**src/rtl/tiles_pkg.sv**
```systemverilog
// Shared types and constants for the falling-tile lane sequencer.
package tiles_pkg;

   typedef logic [1:0] lane_t;

   typedef enum logic [1:0] {
      ST_IDLE,
      ST_LOAD,
      ST_HOLD
   } seq_state_e;

   localparam logic [15:0] LFSR_TAPS = 16'hB400;
   localparam int unsigned NUM_LANES = 4;

   // One right-shifting Galois step; taps fold back in when bit 0 shifts out.
   function automatic logic [15:0] lfsr_step(input logic [15:0] v);
      return (v >> 1) ^ (v[0] ? LFSR_TAPS : 16'h0000);
   endfunction

endpackage

```
**src/rtl/lfsr16.sv**
```systemverilog
// 16-bit Galois LFSR that advances one step per cycle while step_i is high.
module lfsr16
   import tiles_pkg::*;
#(
   parameter logic [15:0] SEED = 16'hACE1
) (
   input  logic        clk_i,
   input  logic        rst_ni,
   input  logic        step_i,
   output logic [15:0] lfsr_o
);

   // An all-zero register would lock up, so a zero seed is replaced.
   localparam logic [15:0] SEED_EFF = (SEED == 16'h0000) ? 16'h0001 : SEED;

   logic [15:0] lfsr_q;

   always_ff @(posedge clk_i or negedge rst_ni) begin
      if (!rst_ni) begin
         lfsr_q <= SEED_EFF;
      end else if (step_i) begin
         lfsr_q <= lfsr_step(lfsr_q);
      end
   end

   assign lfsr_o = lfsr_q;

endmodule

```
**src/rtl/tile_sequencer.sv**
```systemverilog
// Issues one-hot tile lanes row by row, advancing on frame-count expiry or hit,
// with the row period shrinking as the level climbs.
//
//   state   | meaning
//   --------+--------------------------------------------------------------
//   ST_IDLE | game not running; no tile shown, counters and LFSR frozen
//   ST_LOAD | single cycle: step LFSR, pick lane, strobe st_chng, count row
//   ST_HOLD | tile shown; count frame ticks until period expiry or hit
module tile_sequencer
   import tiles_pkg::*;
#(
   parameter logic [15:0] LFSR_SEED      = 16'hACE1,
   parameter int unsigned BASE_FRAMES    = 90,
   parameter int unsigned STEP_FRAMES    = 10,
   parameter int unsigned MIN_FRAMES     = 30,
   parameter int unsigned ROWS_PER_LEVEL = 8
) (
   input  logic       clk_d,
   input  logic       rst_n,
   input  logic       frame_tick,
   input  logic       run,
   input  logic       hit,
   output logic [3:0] state,
   output logic       st_chng,
   output logic [2:0] level,
   output logic [9:0] row_count
);

   localparam logic [7:0] BASE8 = 8'(BASE_FRAMES);
   localparam logic [7:0] STEP8 = 8'(STEP_FRAMES);
   localparam logic [7:0] MIN8  = 8'(MIN_FRAMES);

   logic [1:0]  rst_sync_q;
   logic        rst_int_n;

   seq_state_e  fsm_q;
   logic [3:0]  state_q;
   logic        st_chng_q;
   logic [2:0]  level_q;
   logic [9:0]  row_count_q;
   logic [7:0]  frame_cnt_q;
   lane_t       prev_lane_q;

   logic        lfsr_adv;
   logic [15:0] lfsr_cur;
   logic [15:0] lfsr_d;
   lane_t       lane_cand;
   lane_t       lane_d;
   logic [9:0]  row_count_d;
   logic        level_up_d;
   logic [7:0]  frame_cnt_d;
   logic [10:0] period_dec;
   logic [7:0]  period_diff;
   logic [7:0]  period;
   logic        unused_lfsr_hi;

   // Assertion is immediate; release reaches the core two edges later.
   always_ff @(posedge clk_d or negedge rst_n) begin
      if (!rst_n) begin
         rst_sync_q <= 2'b00;
      end else begin
         rst_sync_q <= {rst_sync_q[0], 1'b1};
      end
   end

   assign rst_int_n = rst_sync_q[1];

   assign lfsr_adv = run && (fsm_q == ST_LOAD);

   lfsr16 #(
      .SEED(LFSR_SEED)
   ) u_lfsr (
      .clk_i  (clk_d),
      .rst_ni (rst_int_n),
      .step_i (lfsr_adv),
      .lfsr_o (lfsr_cur)
   );

   always_comb begin
      lfsr_d      = lfsr_step(lfsr_cur);
      lane_cand   = lfsr_d[1:0];
      lane_d      = (lane_cand == prev_lane_q) ? lane_cand + 2'd1 : lane_cand;
      row_count_d = row_count_q + 10'd1;
      level_up_d  = (32'(row_count_d) % ROWS_PER_LEVEL) == 32'd0;
      frame_cnt_d = frame_cnt_q + 8'd1;
      period_dec  = 11'(level_q) * 11'(STEP8);
      period_diff = BASE8 - period_dec[7:0];
      if ((period_dec > 11'(BASE8)) || (period_diff < MIN8)) begin
         period = MIN8;
      end else begin
         period = period_diff;
      end
   end

   // Only the low two bits of the stepped value choose the lane.
   assign unused_lfsr_hi = ^lfsr_d[15:2];

   always_ff @(posedge clk_d or negedge rst_int_n) begin
      if (!rst_int_n) begin
         fsm_q       <= ST_IDLE;
         state_q     <= 4'b0000;
         st_chng_q   <= 1'b0;
         level_q     <= 3'd0;
         row_count_q <= 10'd0;
         frame_cnt_q <= 8'd0;
         prev_lane_q <= 2'd3;
      end else begin
         st_chng_q <= 1'b0;
         if (!run) begin
            fsm_q   <= ST_IDLE;
            state_q <= 4'b0000;
         end else begin
            case (fsm_q)
               ST_IDLE: begin
                  fsm_q       <= ST_LOAD;
                  level_q     <= 3'd0;
                  row_count_q <= 10'd0;
                  frame_cnt_q <= 8'd0;
               end
               ST_LOAD: begin
                  state_q     <= 4'b0001 << lane_d;
                  st_chng_q   <= 1'b1;
                  prev_lane_q <= lane_d;
                  frame_cnt_q <= 8'd0;
                  row_count_q <= row_count_d;
                  if (level_up_d && (level_q != 3'd7)) begin
                     level_q <= level_q + 3'd1;
                  end
                  fsm_q <= ST_HOLD;
               end
               ST_HOLD: begin
                  if (frame_tick) begin
                     frame_cnt_q <= frame_cnt_d;
                  end
                  if (hit || (frame_tick && (frame_cnt_d >= period))) begin
                     fsm_q <= ST_LOAD;
                  end
               end
               default: fsm_q <= ST_IDLE;
            endcase
         end
      end
   end

   assign state     = state_q;
   assign st_chng   = st_chng_q;
   assign level     = level_q;
   assign row_count = row_count_q;

endmodule
```
**config.mk**
```make
export PLATFORM = sky130hd
export DESIGN_NAME = tile_sequencer
export DESIGN_NICKNAME = d
export VERILOG_FILES = /design/src/rtl/tiles_pkg.sv /design/src/rtl/lfsr16.sv /design/src/rtl/tile_sequencer.sv
export SDC_FILE = /design/constraint.sdc
export NUM_CORES = 1
export LEC_CHECK = 0
export CAP_MARGIN = 15
export CORE_ASPECT_RATIO = 0.6
export CORE_UTILIZATION = 25
export DETAILED_ROUTE_END_ITERATION = 8
export DONT_BUFFER_PORTS = 1
export MAX_ROUTING_LAYER = met4
export PLACE_DENSITY = 0.48
export SYNTH_ARGS = -nofsm -noshare
export SYNTH_HDL_FRONTEND = slang
export SYNTH_HIERARCHICAL = 1
export SYNTH_SLANG_ARGS = --single-unit
```
**constraint.sdc**
```tcl
create_clock -name clk_d -period 1.4 [get_ports clk_d]
set_input_delay 0.35 -clock clk_d [delete_from_list [all_inputs] [get_ports clk_d]]
set_output_delay 0.35 -clock clk_d [all_outputs]
set_load 0.01 [all_outputs]
```
### Word level (Yosys, flattened, before mapping)

Cells that the tools add are included.

* bits in latches: 0
* output and inout port bits: 18
* memories: 0
* memory bits (writable): 0
* register bits after elaboration: 48
* input port bits: 5
* word-level logic and storage cells: 57
* ROM bits: 0

* shift operators: 1
* magnitude comparators: 3
* muxes and demuxes: 15
* reductions and logical operators: 14
* $add $sub $neg: 5
* equal/unequal tests: 8
* multipliers: 1
* bitwise gates (word level): 1
* div/mod/pow operators: 0

Operator list (count)
* $logic_not 32->1: 1
* $pmux 10 s2: 1
* $mux 16: 1
* $mux 8: 2
* $pmux 8 s2: 1
* $xor 15x16->16: 1
* $add 10x1->10 const B: 1
* $add 8x1->8 const B: 1
* $ge 8x8->1: 1
* $lt 8x5->1 const B: 1
* $mux 4: 2
* $sub 7x7->8 const A: 1
* $gt 7x7->1 const B: 1
* $mul 3x3->6 const B: 1
* $mux 2: 3
* $ne 3x3->1 const B: 2
* $pmux 2 s3: 1
* $pmux 3 s2: 1
* $reduce_and 3->1: 2
* $ne 2x1->1 const B: 2
* $reduce_and 2->1: 2
* $reduce_bool 2->1: 2
* $shl 1x2->4 const A: 1
* $add 3x1->3 const B: 1
* other kinds (11): 15

### Depth between registers and ports, before layout

Gate-level depths: netlist of run 1.

* depth in word-level cells: 11
* depth in mapped cells: 13
* depth with buffers taken out: 12

### By module

Netlist of run 1, hierarchy kept.

Modules (own cells, without submodules)
* tile_sequencer: area an instance 2011.9 um2, cells an instance 219, times used 1, sequential area each 803.3 um2
* lfsr16: area an instance 655.6 um2, cells an instance 40, times used 1, sequential area each 410.4 um2

### Least setup slack after synthesis of run 1

No wires, ideal clock.

* path type: reg-to-reg
* start point: register level_q[0] (netlist: level[0])
* end point: register fsm_q[1]
* stages on the path, launching flop included: 13
* library setup time: 67 ps
* path buffers: 1
* setup slack: -1470 ps
* clock period less this slack: 2870 ps
* data required time: 1333 ps
* arrival time: 2804 ps
* cells stage by stage: dfrtp_1 ha_1 ha_1 ha_1 clkbuf_1 o21a_1 a31oi_1 a31oi_1 nor2b_1 ha_1 a21o_1 a311oi_1 o311a_1

* word-level cells in the longest chain between the ends: 9
* elaborated cells between the ends (all ways): 10
* those cells by class: add/sub (1); mul (1); order compare (3); eq/ne (1); mux (1); reduce/logical (3)

Ends and longest elaborated chain
* from (decl): RTL line tile_sequencer.sv:39 `logic [2:0] level_q;`
* from (signal assigned): RTL line tile_sequencer.sv:127 `level_q <= level_q + 3'd1;`
* $mul 3x3->6 (*): RTL line tile_sequencer.sv:86 `period_dec = 11'(level_q) * 11'(STEP8);`
* $sub 7x7->8: RTL line tile_sequencer.sv:87 `period_diff = BASE8 - period_dec[7:0];`
* $lt 8x5->1: RTL line tile_sequencer.sv:88 `if ((period_dec > 11'(BASE8)) || (period_diff < MIN8)) begin`
* $logic_or 1x1->1: RTL line tile_sequencer.sv:88
* $mux 8 (*): RTL line tile_sequencer.sv:88
* $ge 8x8->1 (*): RTL line tile_sequencer.sv:135 `if (hit || (frame_tick && (frame_cnt_d >= period))) begin`
* $logic_and 1x1->1 (*): RTL line tile_sequencer.sv:135
* $logic_or 1x1->1 (*): RTL line tile_sequencer.sv:135
* $ne 3x3->1 (no source line) (*)
* to (signal assigned): RTL line tile_sequencer.sv:129 `fsm_q <= ST_HOLD;`
* to (signal assigned): RTL line tile_sequencer.sv:136 `fsm_q <= ST_LOAD;`
* to (signal assigned): RTL line tile_sequencer.sv:139 `default: fsm_q <= ST_IDLE;`
* to (decl): RTL line tile_sequencer.sv:36 `seq_state_e fsm_q;`

Mark *: on every way between the ends. The rest lies on a longest branch, timed or not.
A chain may end at the register's enable or synchronous reset.

### Worst setup path after layout of run 1

* start point: register level_q[2] (netlist: level[2])
* end point: register fsm_q[1]

Same word-level chain as after synthesis.

==> results.env, run 1 <==
DESIGN_POWER_TOTAL_mW=4.09
SYN_NETS=282
WIRE_LENGTH_OF_THE_FIRST_GLOBAL_ROUTING_PASS_MM=10.6
MIN_PERIOD_OVER_PERIOD=1.89
POWER.NET_SWITCHING_mW=1.11
RSZ0062_AT_GRT='true'
AVGSYNTHCELLAREA_UM2=10.3
FINAL_PERIOD_MINUS_WORST_SETUP_SLACK_NS=2.64
DETAIL_ROUTE.FIRST_PASS.ITERATIONS=4
CRITPATHLAUNCHTYPE='flop'
POWER.LEAKAGE_nW=1.63
ANTENNA_CELLS=0
GRT_ANTENNA_BEFORE_REPAIR=0
YOSYSWARNINGS=6
ROOT_BUFFER='sky130_fd_sc_hd__clkbuf_16'
DETAIL_ROUTE.WIRELENGTH_MM=6.62
CP_DATA_ARRIVAL_TIME_NS=2.88
POSTSYNTH.ASYNCRESETSHARE=1.00
REMAINING_DRC_ERRORS=0
CLKLATENCYLATEPIN_NS=0.29
FMAX_MHz=379
GRT_PASS1_VIAS=2084
WORST_CLOCK_SKEW_NS=0.0107
DRT-WIRELENGTH-PER-CELL_UM=14.6
POST_SYNTH_INST_COUNT=259
PWR-SHARE-CLK=0.287
GLOBAL_ROUTE.OVERFLOW_TOTAL=0
SETUP_VIOL=10
PEAKVDDDROP_uV=586
GP_WEIGHTED_CONGESTION=0.792
SYN_TO_FINAL_GROWTH_PCT=40.0
WORSTSETUPPATHTYPE='flop to flop'
MOST_UTILIZED_LAYER_IN_THE_GLOBAL_ROUTE_RESULT='met1'
REQUIRED_TIME_REPORTED_FOR_THE_CRITICAL_PATH_ENDPOINT_NS=1.64
HOLDWS_NS=0.173
GRT.MET3_USAGE=0.0364
SLEW_VIOLATIONS=0
DIE-WIDTH_UM=135
FILLERS=991
HOLD_CLASS='flop to async pin'
POST_DRT_VIA_CELL_RATIO=4.63
DIE-AREA_MM2=0.0111
SYNTH-EDFF-COUNT=0
POWER_SWITCHING_SHARE=0.273
IO_PINS=23
CTS.PATH.MAX_BUFFERS=2
GRT_UTIL_ALL_LAYERS=0.128
FP-ROW-COUNT=28
ROUTE.ANTENNA.REMAINING_NETS=0
SYNTH.DISTINCT_CELLS=48
YOSYS_REGISTER_BITS=48
POSTSYNTH.TOPFLOPCELL='sky130_fd_sc_hd__dfrtp_1'
DRIVE_GT1_FRAC=0.436
TRITONCTS.NUM_BUFFERS=5
TIMING.FINAL.HOLD_VIOLATIONS=0
CTS_MAX_LEVEL=2
MET1_GLOBAL_ROUTE_USAGE=0.187
POWER_REPORT.INTERNAL_TOTAL_mW=2.97
CTS_TREE='yes'
CLKTRANSATPATHREGS_NS=0.07
POWER.SHARE.COMBINATIONAL=0.241
USE_MET2=0.173
NUMCLOCKSINKS=48
FINAL.SETUP.WORST_SLACK_NS=-1.24
DIE_HEIGHT_UM=82.0
PLACEABLECOREAREA_MM2=0.0101
SEQ_AREA_FRAC_SYNTH=0.455
DP_HPWL_MM=4.56
LAYOUT.NETS=341
PLACE.PORT_BUFFERS=0
WORSTPATHMAXFANOUT=6
POWER.SHARE.SEQUENTIAL=0.472
MAX_CAP_VIOLATIONS=0
ENDPOINT_KIND='flop'
INITIAL_STANDARD_CELL_UTILIZATION_OF_THE_CORE=0.263
FAILED_CHECKS='setup timing'
RUN_STATUS='finished, violations left'
DRT-INITIAL-DRC-COUNT=99
POWERDENSITY_mW_PER_MM2=1090
MAXIMUM_NUMBER_OF_PINS_ON_ONE_NET_BEFORE_GLOBAL_ROUTE_REPAIR=34
CELL_AREA_AFTER_SYNTHESIS_MM2=0.00267
NUM_VIAS=2102
[power groups by stage]
stage / Clock [mW] / Sequential, mW / Combinational [mW]
floorplan: 0 / 1.91 / 0.615
CTS: 1.21 / 1.93 / 0.958
finish: 1.18 / 1.93 / 0.985
detailed placement: 0 / 1.95 / 0.889
global route: 1.27 / 1.98 / 1.09
global placement: 0 / 1.94 / 0.876
[final timing paths]
check	from	endpoint	slack [ns]	cells after the start
worst min register to register	rst_sync_q[1]$_DFF_PN0_	u_lfsr/lfsr_o[9]$_DFFE_PN0P_	0.17	0
worst min-delay path	rst_sync_q[1]$_DFF_PN0_	u_lfsr/lfsr_o[9]$_DFFE_PN0P_	0.17	0
worst max-delay path	level[2]$_DFFE_PN0P_	fsm_q[1]$_DFFE_PN0P_	-1.24	12
worst max register to register	level[2]$_DFFE_PN0P_	fsm_q[1]$_DFFE_PN0P_	-1.24	12
min in group clk_d	run	fsm_q[1]$_DFFE_PN0P_	0.18	1
max in group asynchronous	rst_sync_q[1]$_DFF_PN0_	prev_lane_q[0]$_DFFE_PN1P_	0.67	1
[critical path, cell delays in order (launching register included)]
cell	delay, ns
sky130_fd_sc_hd__dfrtp_2	0.43
sky130_fd_sc_hd__ha_4	0.17
sky130_fd_sc_hd__ha_4	0.16
sky130_fd_sc_hd__ha_4	0.24
sky130_fd_sc_hd__o21a_1	0.20
sky130_fd_sc_hd__a31oi_2	0.19
sky130_fd_sc_hd__a31oi_4	0.13
sky130_fd_sc_hd__nand2b_4	0.16
sky130_fd_sc_hd__ha_1	0.28
sky130_fd_sc_hd__nand2_1	0.08
sky130_fd_sc_hd__a21oi_2	0.05
sky130_fd_sc_hd__a311oi_2	0.30
sky130_fd_sc_hd__o311a_1	0.18
[layout make-up]
class	count	area [um2]	area share
well taps	135	169	0.0452
flip-flops and latches	48	1220	0.327
clock buffers	7	133	0.0355
repair buffers	60	508	0.136
inverters	6	22.5	0.00603
clock inverters	1	5.00	0.00134
multi-input cells	197	1680	0.449
[per-layer routing]
layer / up-vias / wire length, um
met5: - / 0
met4: 0 / 31
met3: 4 / 261
met1: 1036 / 3690
met2: 23 / 2630
li1: 1039 / -
[per-stage QoR]
step	cell area (um2)	setup slack, ns	setup TNS [ns]	utilization	cells
after floorplan	2810	-1.26	-4.02	-	259
after global placement	3300	-1.16	-3.48	0.326	435
after detailed placement	3300	-1.29	-3.54	0.326	435
after CTS	3560	-1.22	-3.91	0.352	449
after global routing	3730	-1.35	-5.23	0.369	454
final	3730	-1.24	-4.03	0.369	454
[synthesized netlist by cell type, types with 2 or more instances]
cell type	n	area [um2]
sky130_fd_sc_hd__clkbuf_1	5	18.8
sky130_fd_sc_hd__inv_1	5	18.8
sky130_fd_sc_hd__a31oi_1	4	25.0
sky130_fd_sc_hd__o21a_1	3	22.5
sky130_fd_sc_hd__and3_1	2	12.5
sky130_fd_sc_hd__a22o_1	4	35.0
sky130_fd_sc_hd__nand4_1	4	25.0
sky130_fd_sc_hd__dfstp_2	10	263
sky130_fd_sc_hd__nand3_1	8	40.0
sky130_fd_sc_hd__ha_1	18	225
sky130_fd_sc_hd__a22oi_1	3	22.5
sky130_fd_sc_hd__nor2_1	17	63.8
sky130_fd_sc_hd__a21oi_1	13	65.1
sky130_fd_sc_hd__or3b_2	2	17.5
sky130_fd_sc_hd__xnor2_1	14	123
sky130_fd_sc_hd__nand2_1	28	105
sky130_fd_sc_hd__a21o_1	5	37.5
sky130_fd_sc_hd__dfrtp_1	38	951
sky130_fd_sc_hd__mux2_4	4	60.1
sky130_fd_sc_hd__mux2_2	9	101
sky130_fd_sc_hd__nand2b_1	7	43.8
sky130_fd_sc_hd__nand4b_1	3	26.3
sky130_fd_sc_hd__nand3b_1	2	15.0
sky130_fd_sc_hd__nor2b_1	3	18.8
sky130_fd_sc_hd__o31ai_1	2	15.0
sky130_fd_sc_hd__nor3_1	8	40.0
sky130_fd_sc_hd__o21ai_0	15	75.1
sky130_fd_sc_hd__xor2_1	3	26.3
[repair_timing]
| item | 4_1_cts | 5_1_grt |
|---|---|---|
| endpoints found under the hold margin | 2 | 0 |
| endpoints found under the setup margin | 11 | 32 |
| pin swaps | 11 | 11 |
| hold buffers | 1 | 0 |
| setup buffers | 5 | 5 |
| gates resized for setup | 18 | 31 |
[state kept, by name, indices dropped and copies added (netlist names), 2 cells and up]
register	flops
frame_cnt_q	8
fsm_q	2
level	3
prev_lane_q	2
row_count	10
rst_sync_q	2
state	4
u_lfsr/lfsr_o	16
[kinds of logic after synthesis]
logic type               count (synthesis)  share of synthesized area
buffers and inverters                   14                     0.0286
XOR/XNOR                                17                     0.0558
other                                    1                    0.00141
adder cells (fa/ha/maj)                 18                     0.0844
flip-flops                              48                      0.455
AND/OR/NAND/NOR                         93                      0.182
multiplexers                            14                     0.0643
AO/OA/AOI/OAI                           54                      0.128
[layout by cell type, fill, tap and decap left out, drive strengths merged, types with 5 or more instances in the layout]
cell type	netlist	layout
nand2	28	28
a21oi	13	13
nand2b	7	7
nor2	17	17
buf	3	59
mux2	13	13
ha	18	18
nor3	8	8
xnor2	14	14
o21ai	15	15
clkbuf	5	7
inv	5	5
nand3	9	9
a21o	5	5
dfrtp	38	38
dfstp	10	10
Note: power is estimated with default switching activity, not from simulation.
==> run 2, diff against run 1 <==
- CAP_MARGIN: 15 -> unset
- SKIP_CTS_REPAIR_TIMING: unset -> 1
==> run 2 against run 1 <==
Effect of this change:
- the flow still finishes with violations (setup timing)
- sequential power barely moved
- non-clock buffer count fell by 7
- design area fell by 3.6%
- largest power group unchanged
==> results.env, run 2 (synthesis results as in run 1) <==
DESIGN_POWER_TOTAL_mW=4.05
FP-ROW-COUNT=28
TIMING.FINAL.HOLD_VIOLATIONS=0
REQUIRED_TIME_REPORTED_FOR_THE_CRITICAL_PATH_ENDPOINT_NS=1.63
CTS_TREE='yes'
WORST_CLOCK_SKEW_NS=0.0103
WORSTPATHBUFFERINVERTERCOUNT=0
REMAINING_DRC_ERRORS=0
LAYOUT.NETS=334
INITIAL_STANDARD_CELL_UTILIZATION_OF_THE_CORE=0.263
PWR-SHARE-CLK=0.289
TRITONCTS.NUM_BUFFERS=5
MAX_CAP_VIOLATIONS=0
LAYOUT.CELLS.MOST_COMMON_LIST='45 x sky130_fd_sc_hd__buf_4, 32 x sky130_fd_sc_hd__dfrtp_1, 28 x sky130_fd_sc_hd__nand2_1'
DETAIL_ROUTE.WIRELENGTH_MM=6.32
IO_PINS=23
WORSTPATHMAXFANOUT=6
DIE_HEIGHT_UM=82.0
SLEW_VIOLATIONS=0
DIE-WIDTH_UM=135
MOST_UTILIZED_LAYER_IN_THE_GLOBAL_ROUTE_RESULT='met1'
FAILED_CHECKS='setup timing'
FINALSETUPTNS_NS=-3.23
PLACED_AREA_MM2=0.00330
ROUTE.ANTENNA.REMAINING_NETS=0
MAXIMUM_NUMBER_OF_PINS_ON_ONE_NET_BEFORE_GLOBAL_ROUTE_REPAIR=34
ANTENNA_CELLS=0
PLACE.PORT_BUFFERS=0
GP_WEIGHTED_CONGESTION=0.792
POWERDENSITY_mW_PER_MM2=1120
GLOBAL_ROUTE.OVERFLOW_TOTAL=0
FMAX_MHz=381
GRT_ANTENNA_BEFORE_REPAIR=0
NUM_VIAS=2091
ENDPOINT_KIND='flop'
WORSTSETUPPATHTYPE='flop to flop'
USE_MET2=0.159
CTS_MAX_LEVEL=2
POWER.SHARE.COMBINATIONAL=0.236
WORSTPATHCELLLIST='ha_4 -> ha_4 -> ha_4 -> o21a_1 -> a31oi_2 -> a31oi_4 -> nand2b_1 -> ha_1 -> nand2_1 -> a21oi_2 -> a311oi_2 -> o311a_1'
DP_HPWL_MM=4.56
WORST_SETUP_PATH_STARTPOINT='level[0]$_DFFE_PN0P_'
DIE-AREA_MM2=0.0111
PLACEABLECOREAREA_MM2=0.0101
DRT-INITIAL-DRC-COUNT=93
DRIVE_GT1_FRAC=0.394
WIRE_LENGTH_OF_THE_FIRST_GLOBAL_ROUTING_PASS_MM=10.2
GRT_PASS1_VIAS=2013
SYN_TO_FINAL_GROWTH_PCT=34.9
GRT.MET3_USAGE=0.0364
CPPEAKSTAGEDELAY_NS=0.44
HOLD_CLASS='flop to async pin'
FINAL_PERIOD_MINUS_WORST_SETUP_SLACK_NS=2.63
RUN_STATUS='finished, violations left'
CRITPATHSLOWESTCELL='sky130_fd_sc_hd__dfrtp_2'
CLKLATENCYLATEPIN_NS=0.29
LEADING_CELL_TYPE_IN_THE_LAYOUT_FILL_AND_TAPS_EXCLUDED='sky130_fd_sc_hd__buf_4'
CPMOSTUSEDCELL='sky130_fd_sc_hd__ha_4'
RSZ0062_AT_GRT='true'
POWER_REPORT.INTERNAL_TOTAL_mW=2.96
POWER.NET_SWITCHING_mW=1.09
FINAL.SETUP.WORST_SLACK_NS=-1.23
LARGEST_REG_FLOPS=16
POWER.LEAKAGE_nW=1.59
CLKTRANSATPATHREGS_NS=0.07
POST-ROUTE-CELL-AREA_MM2=0.00360
CP_DATA_ARRIVAL_TIME_NS=2.86
POST_DRT_VIA_CELL_RATIO=4.68
CRITPATHLAUNCHTYPE='flop'
RR_STARTPOINT='level[0]$_DFFE_PN0P_'
NUMCLOCKSINKS=48
POWER_SWITCHING_SHARE=0.269
SETUP_VIOL=10
ROOT_BUFFER='sky130_fd_sc_hd__clkbuf_16'
DRT-WIRELENGTH-PER-CELL_UM=14.1
MIN_PERIOD_OVER_PERIOD=1.88
MET1_GLOBAL_ROUTE_USAGE=0.182
DETAIL_ROUTE.FIRST_PASS.ITERATIONS=4
PEAKVDDDROP_uV=586
GRT_UTIL_ALL_LAYERS=0.122
CP_TOP_FAMILY='compound AO/OA/AOI/OAI gates'
POWER.SHARE.SEQUENTIAL=0.475
CTS.PATH.MAX_BUFFERS=2
==> run 2: metrics by stage <==
step	hold slack [ns]	std cells	worst slack, ns	util
3_5_place_dp	0.0545	435	-1.29	0.326
4_1_cts	-0.258	443	-1.30	0.339
5_1_grt	0.171	447	-1.34	0.356
3_3_place_gp	0.0545	435	-1.16	0.326
6_report	0.172	447	-1.23	0.356
2_1_floorplan	0.0544	259	-1.26	-
==> run 2: per-layer routing <==
metal / up-vias / part of all wire / wire length, um
met5: - / 0 / 0
met4: 0 / 0.0046 / 29
met3: 4 / 0.043 / 272
met2: 28 / 0.38 / 2410
met1: 1031 / 0.57 / 3610
li1: 1028 / - / -
==> run 2: area by class of cell <==
| class | count | area, um2 |
|---|---|---|
| well taps | 135 | 169 |
| fillers | 1003 | 6530 |
| clock buffers | 7 | 133 |
| repair buffers | 53 | 444 |
| flip-flops and latches | 48 | 1220 |
| clock inverters | 1 | 5.00 |
| multi-input cells | 197 | 1610 |
| inverters | 6 | 22.5 |
==> run 2: power groups by stage <==
stage	clock (mW)	sequential, mW	combinational [mW]
after detailed placement	0	1.95	0.889
after global routing	1.27	1.97	1.06
after CTS	1.21	1.93	0.892
after global placement	0	1.94	0.876
after floorplan	0	1.91	0.615
final	1.17	1.92	0.956
==> run 2: path summary, 6_finish.rpt <==
path,to,slack [ns],cells after the start
worst max-delay path,fsm_q[1]$_DFFE_PN0P_,-1.23,12
worst min-delay path,u_lfsr/lfsr_o[9]$_DFFE_PN0P_,0.17,0
worst max register to register,fsm_q[1]$_DFFE_PN0P_,-1.23,12
worst min register to register,u_lfsr/lfsr_o[9]$_DFFE_PN0P_,0.17,0
max in group asynchronous,prev_lane_q[0]$_DFFE_PN1P_,0.67,1
min in group clk_d,fsm_q[1]$_DFFE_PN0P_,0.18,1
==> run 2: worst register-to-register path: cells and delay by family (launching register included) <==
kind,cells,cell delay (ns)
adder cells (fa/ha/maj),4,0.85
AO/OA/AOI/OAI,6,1.03
flip-flops,1,0.44
AND/OR/NAND/NOR,2,0.25
==> run 3, diff against run 2 <==
- CORE_ASPECT_RATIO: 0.6 -> 1.4
==> run 3 against run 2 <==
Effect of this change:
- the flow still finishes with violations (setup timing)
- critical path depth unchanged
- combinational power rose by 3.5%
- wire length is 2.5% lower
- sequential cell count is the same
- register-to-register slack gained 0.03 ns
- sequential power is essentially flat
- sequential share of layout area shrank 0.16 points
- hold slack worse by 0.035 ns
- largest cell class unchanged
==> results.env, run 3 (synthesis results as in run 1) <==
REMAINING_DRC_ERRORS=0
DIE_HEIGHT_UM=124
ANTENNA_CELLS=0
FMAX_MHz=385
INITIAL_STANDARD_CELL_UTILIZATION_OF_THE_CORE=0.258
FINALSETUPTNS_NS=-3.35
IO_PINS=23
FP-ROW-COUNT=44
NUM_VIAS=2063
DRT-INITIAL-DRC-COUNT=82
CTS_MAX_LEVEL=2
TIMING.FINAL.HOLD_VIOLATIONS=0
GP_WEIGHTED_CONGESTION=0.771
CLKLATENCYLATEPIN_NS=0.29
CTS_TREE='yes'
WIRE_LENGTH_OF_THE_FIRST_GLOBAL_ROUTING_PASS_MM=10.6
RSZ0062_AT_GRT='true'
POWER.LEAKAGE_nW=1.61
POWER.SHARE.SEQUENTIAL=0.448
WORST_CLOCK_SKEW_NS=0.00207
ENDPOINT_KIND='flop'
GRT_UTIL_ALL_LAYERS=0.127
WORSTPATHMAXFANOUT=6
MIN_PERIOD_OVER_PERIOD=1.85
PLACEABLECOREAREA_MM2=0.0103
MULTIINPUTGATEAREA_MM2=0.00158
DETAIL_ROUTE.WIRELENGTH_MM=6.17
MAX_CAP_VIOLATIONS=0
DRT-WIRELENGTH-PER-CELL_UM=13.6
FIN_CELLS=453
LARGEST_REG_FLOPS=16
HOLD_CLASS='flop to async pin'
SLEW_VIOLATIONS=0
POST_DRT_VIA_CELL_RATIO=4.55
LAYOUT.AREA.SEQ_MM2=0.00122
DETAIL_ROUTE.FIRST_PASS.ITERATIONS=4
CTS.PATH.MAX_BUFFERS=2
SETUP_VIOL=10
POWER_REPORT.INTERNAL_TOTAL_mW=3.15
GRT_PASS1_VIAS=2186
PEAKVDDDROP_uV=426
POWER.SHARE.COMBINATIONAL=0.233
LEADING_CELL_TYPE_IN_THE_LAYOUT_FILL_AND_TAPS_EXCLUDED='sky130_fd_sc_hd__buf_4'
POWER.NET_SWITCHING_mW=1.09
FINAL_PERIOD_MINUS_WORST_SETUP_SLACK_NS=2.60
REG2REG_SETUP_SLACK_NS=-1.20
WORST_REG2REG_PATH_ENDPOINT='fsm_q[1]$_DFFE_PN0P_'
CRITPATHLAUNCHTYPE='flop'
PLACE.PORT_BUFFERS=0
ROOT_BUFFER='sky130_fd_sc_hd__clkbuf_16'
GLOBAL_ROUTE.OVERFLOW_TOTAL=0
SYN_TO_FINAL_GROWTH_PCT=35.3
GRT_ANTENNA_BEFORE_REPAIR=0
FILLERS=1061
NUMCLOCKSINKS=48
DIE-WIDTH_UM=89.3
POWERDENSITY_mW_PER_MM2=1170
DIE-AREA_MM2=0.0111
RUN_STATUS='finished, violations left'
DP_HPWL_MM=4.57
TIMING.REG2REG.WORST_PATH_DEPTH=12
POWER_SWITCHING_SHARE=0.256
FINAL.SETUP.WORST_SLACK_NS=-1.20
NUMBER_OF_PLACED_CELLS_COUNTING_WELL_TAPS=444
CP_DATA_ARRIVAL_TIME_NS=2.77
LAYOUT.NETS=337
MAXIMUM_NUMBER_OF_PINS_ON_ONE_NET_BEFORE_GLOBAL_ROUTE_REPAIR=38
ROUTE.ANTENNA.REMAINING_NETS=0
PWR-SHARE-CLK=0.319
WORSTSETUPPATHTYPE='flop to flop'
DRIVE_GT1_FRAC=0.381
CLKTRANSATPATHREGS_NS=0.06
TRITONCTS.NUM_BUFFERS=5
REQUIRED_TIME_REPORTED_FOR_THE_CRITICAL_PATH_ENDPOINT_NS=1.57
RR_STARTPOINT='level[2]$_DFFE_PN0P_'
FAILED_CHECKS='setup timing'
LAYOUT.CELLS.MOST_COMMON_LIST='51 x sky130_fd_sc_hd__buf_4, 34 x sky130_fd_sc_hd__dfrtp_1, 28 x sky130_fd_sc_hd__nand2_1'
==> run 3: per-stage QoR <==
step	utilization	setup WS [ns]	area (um2)	power [mW]	hold slack (ns)
finish	0.349	-1.20	3610	4.24	0.138
floorplan	-	-1.26	2810	2.53	0.0544
global placement	0.323	-1.13	3340	2.87	0.0545
global route	0.349	-1.31	3610	4.48	0.162
CTS	0.339	-1.26	3510	4.26	-0.259
detailed placement	0.323	-1.24	3340	2.88	0.0545
==> run 3: worst max path at each step <==
stage                              start                   end  depth (start not counted)
CTS                 level[2]$_DFFE_PN0P_  fsm_q[1]$_DFFE_PN0P_                         11
detailed placement  level[2]$_DFFE_PN0P_  fsm_q[1]$_DFFE_PN0P_                         11
global placement    level[2]$_DFFE_PN0P_  fsm_q[1]$_DFFE_PN0P_                         12
floorplan           level[2]$_DFFE_PN0P_  fsm_q[1]$_DFFE_PN0P_                         13
finish              level[2]$_DFFE_PN0P_  fsm_q[1]$_DFFE_PN0P_                         12
global route        level[2]$_DFFE_PN0P_  fsm_q[1]$_DFFE_PN0P_                         12
==> run 3: per-layer routing <==
layer,global-route usage,up-vias,part of all wire
met5,-,-,0
met4,0.0476,0,0.020
met3,0.0313,9,0.045
met2,0.203,28,0.50
met1,0.151,991,0.43
li1,-,1035,-
==> run 3: worst max-delay path, stage by stage (launching register included) <==
cell and delay [ns]:
sky130_fd_sc_hd__dfrtp_2 0.42, sky130_fd_sc_hd__ha_4 0.17, sky130_fd_sc_hd__ha_4 0.16, sky130_fd_sc_hd__ha_4 0.23
sky130_fd_sc_hd__o21a_1 0.18, sky130_fd_sc_hd__a31oi_2 0.20, sky130_fd_sc_hd__a31oi_4 0.13, sky130_fd_sc_hd__nand2b_4 0.17
sky130_fd_sc_hd__ha_4 0.25, sky130_fd_sc_hd__nand2_1 0.06, sky130_fd_sc_hd__a21oi_2 0.15, sky130_fd_sc_hd__a311oi_2 0.07
sky130_fd_sc_hd__o311a_1 0.29
==> run 3: power groups by stage <==
stage | clock network [mW] | registers (mW) | logic, mW
4_1_cts | 1.40 | 1.90 | 0.962
3_3_place_gp | 0 | 1.93 | 0.945
6_report | 1.35 | 1.90 | 0.989
5_1_grt | 1.45 | 1.94 | 1.09
3_5_place_dp | 0 | 1.93 | 0.952
2_1_floorplan | 0 | 1.91 | 0.615
==> run 3: layout make-up <==
class	count	share of cell area
well taps	138	0.0478
flip-flops and latches	48	0.338
multi-input cells	197	0.437
repair buffers	56	0.126
clock inverters	2	0.00971
clock buffers	6	0.0357
inverters	6	0.00624
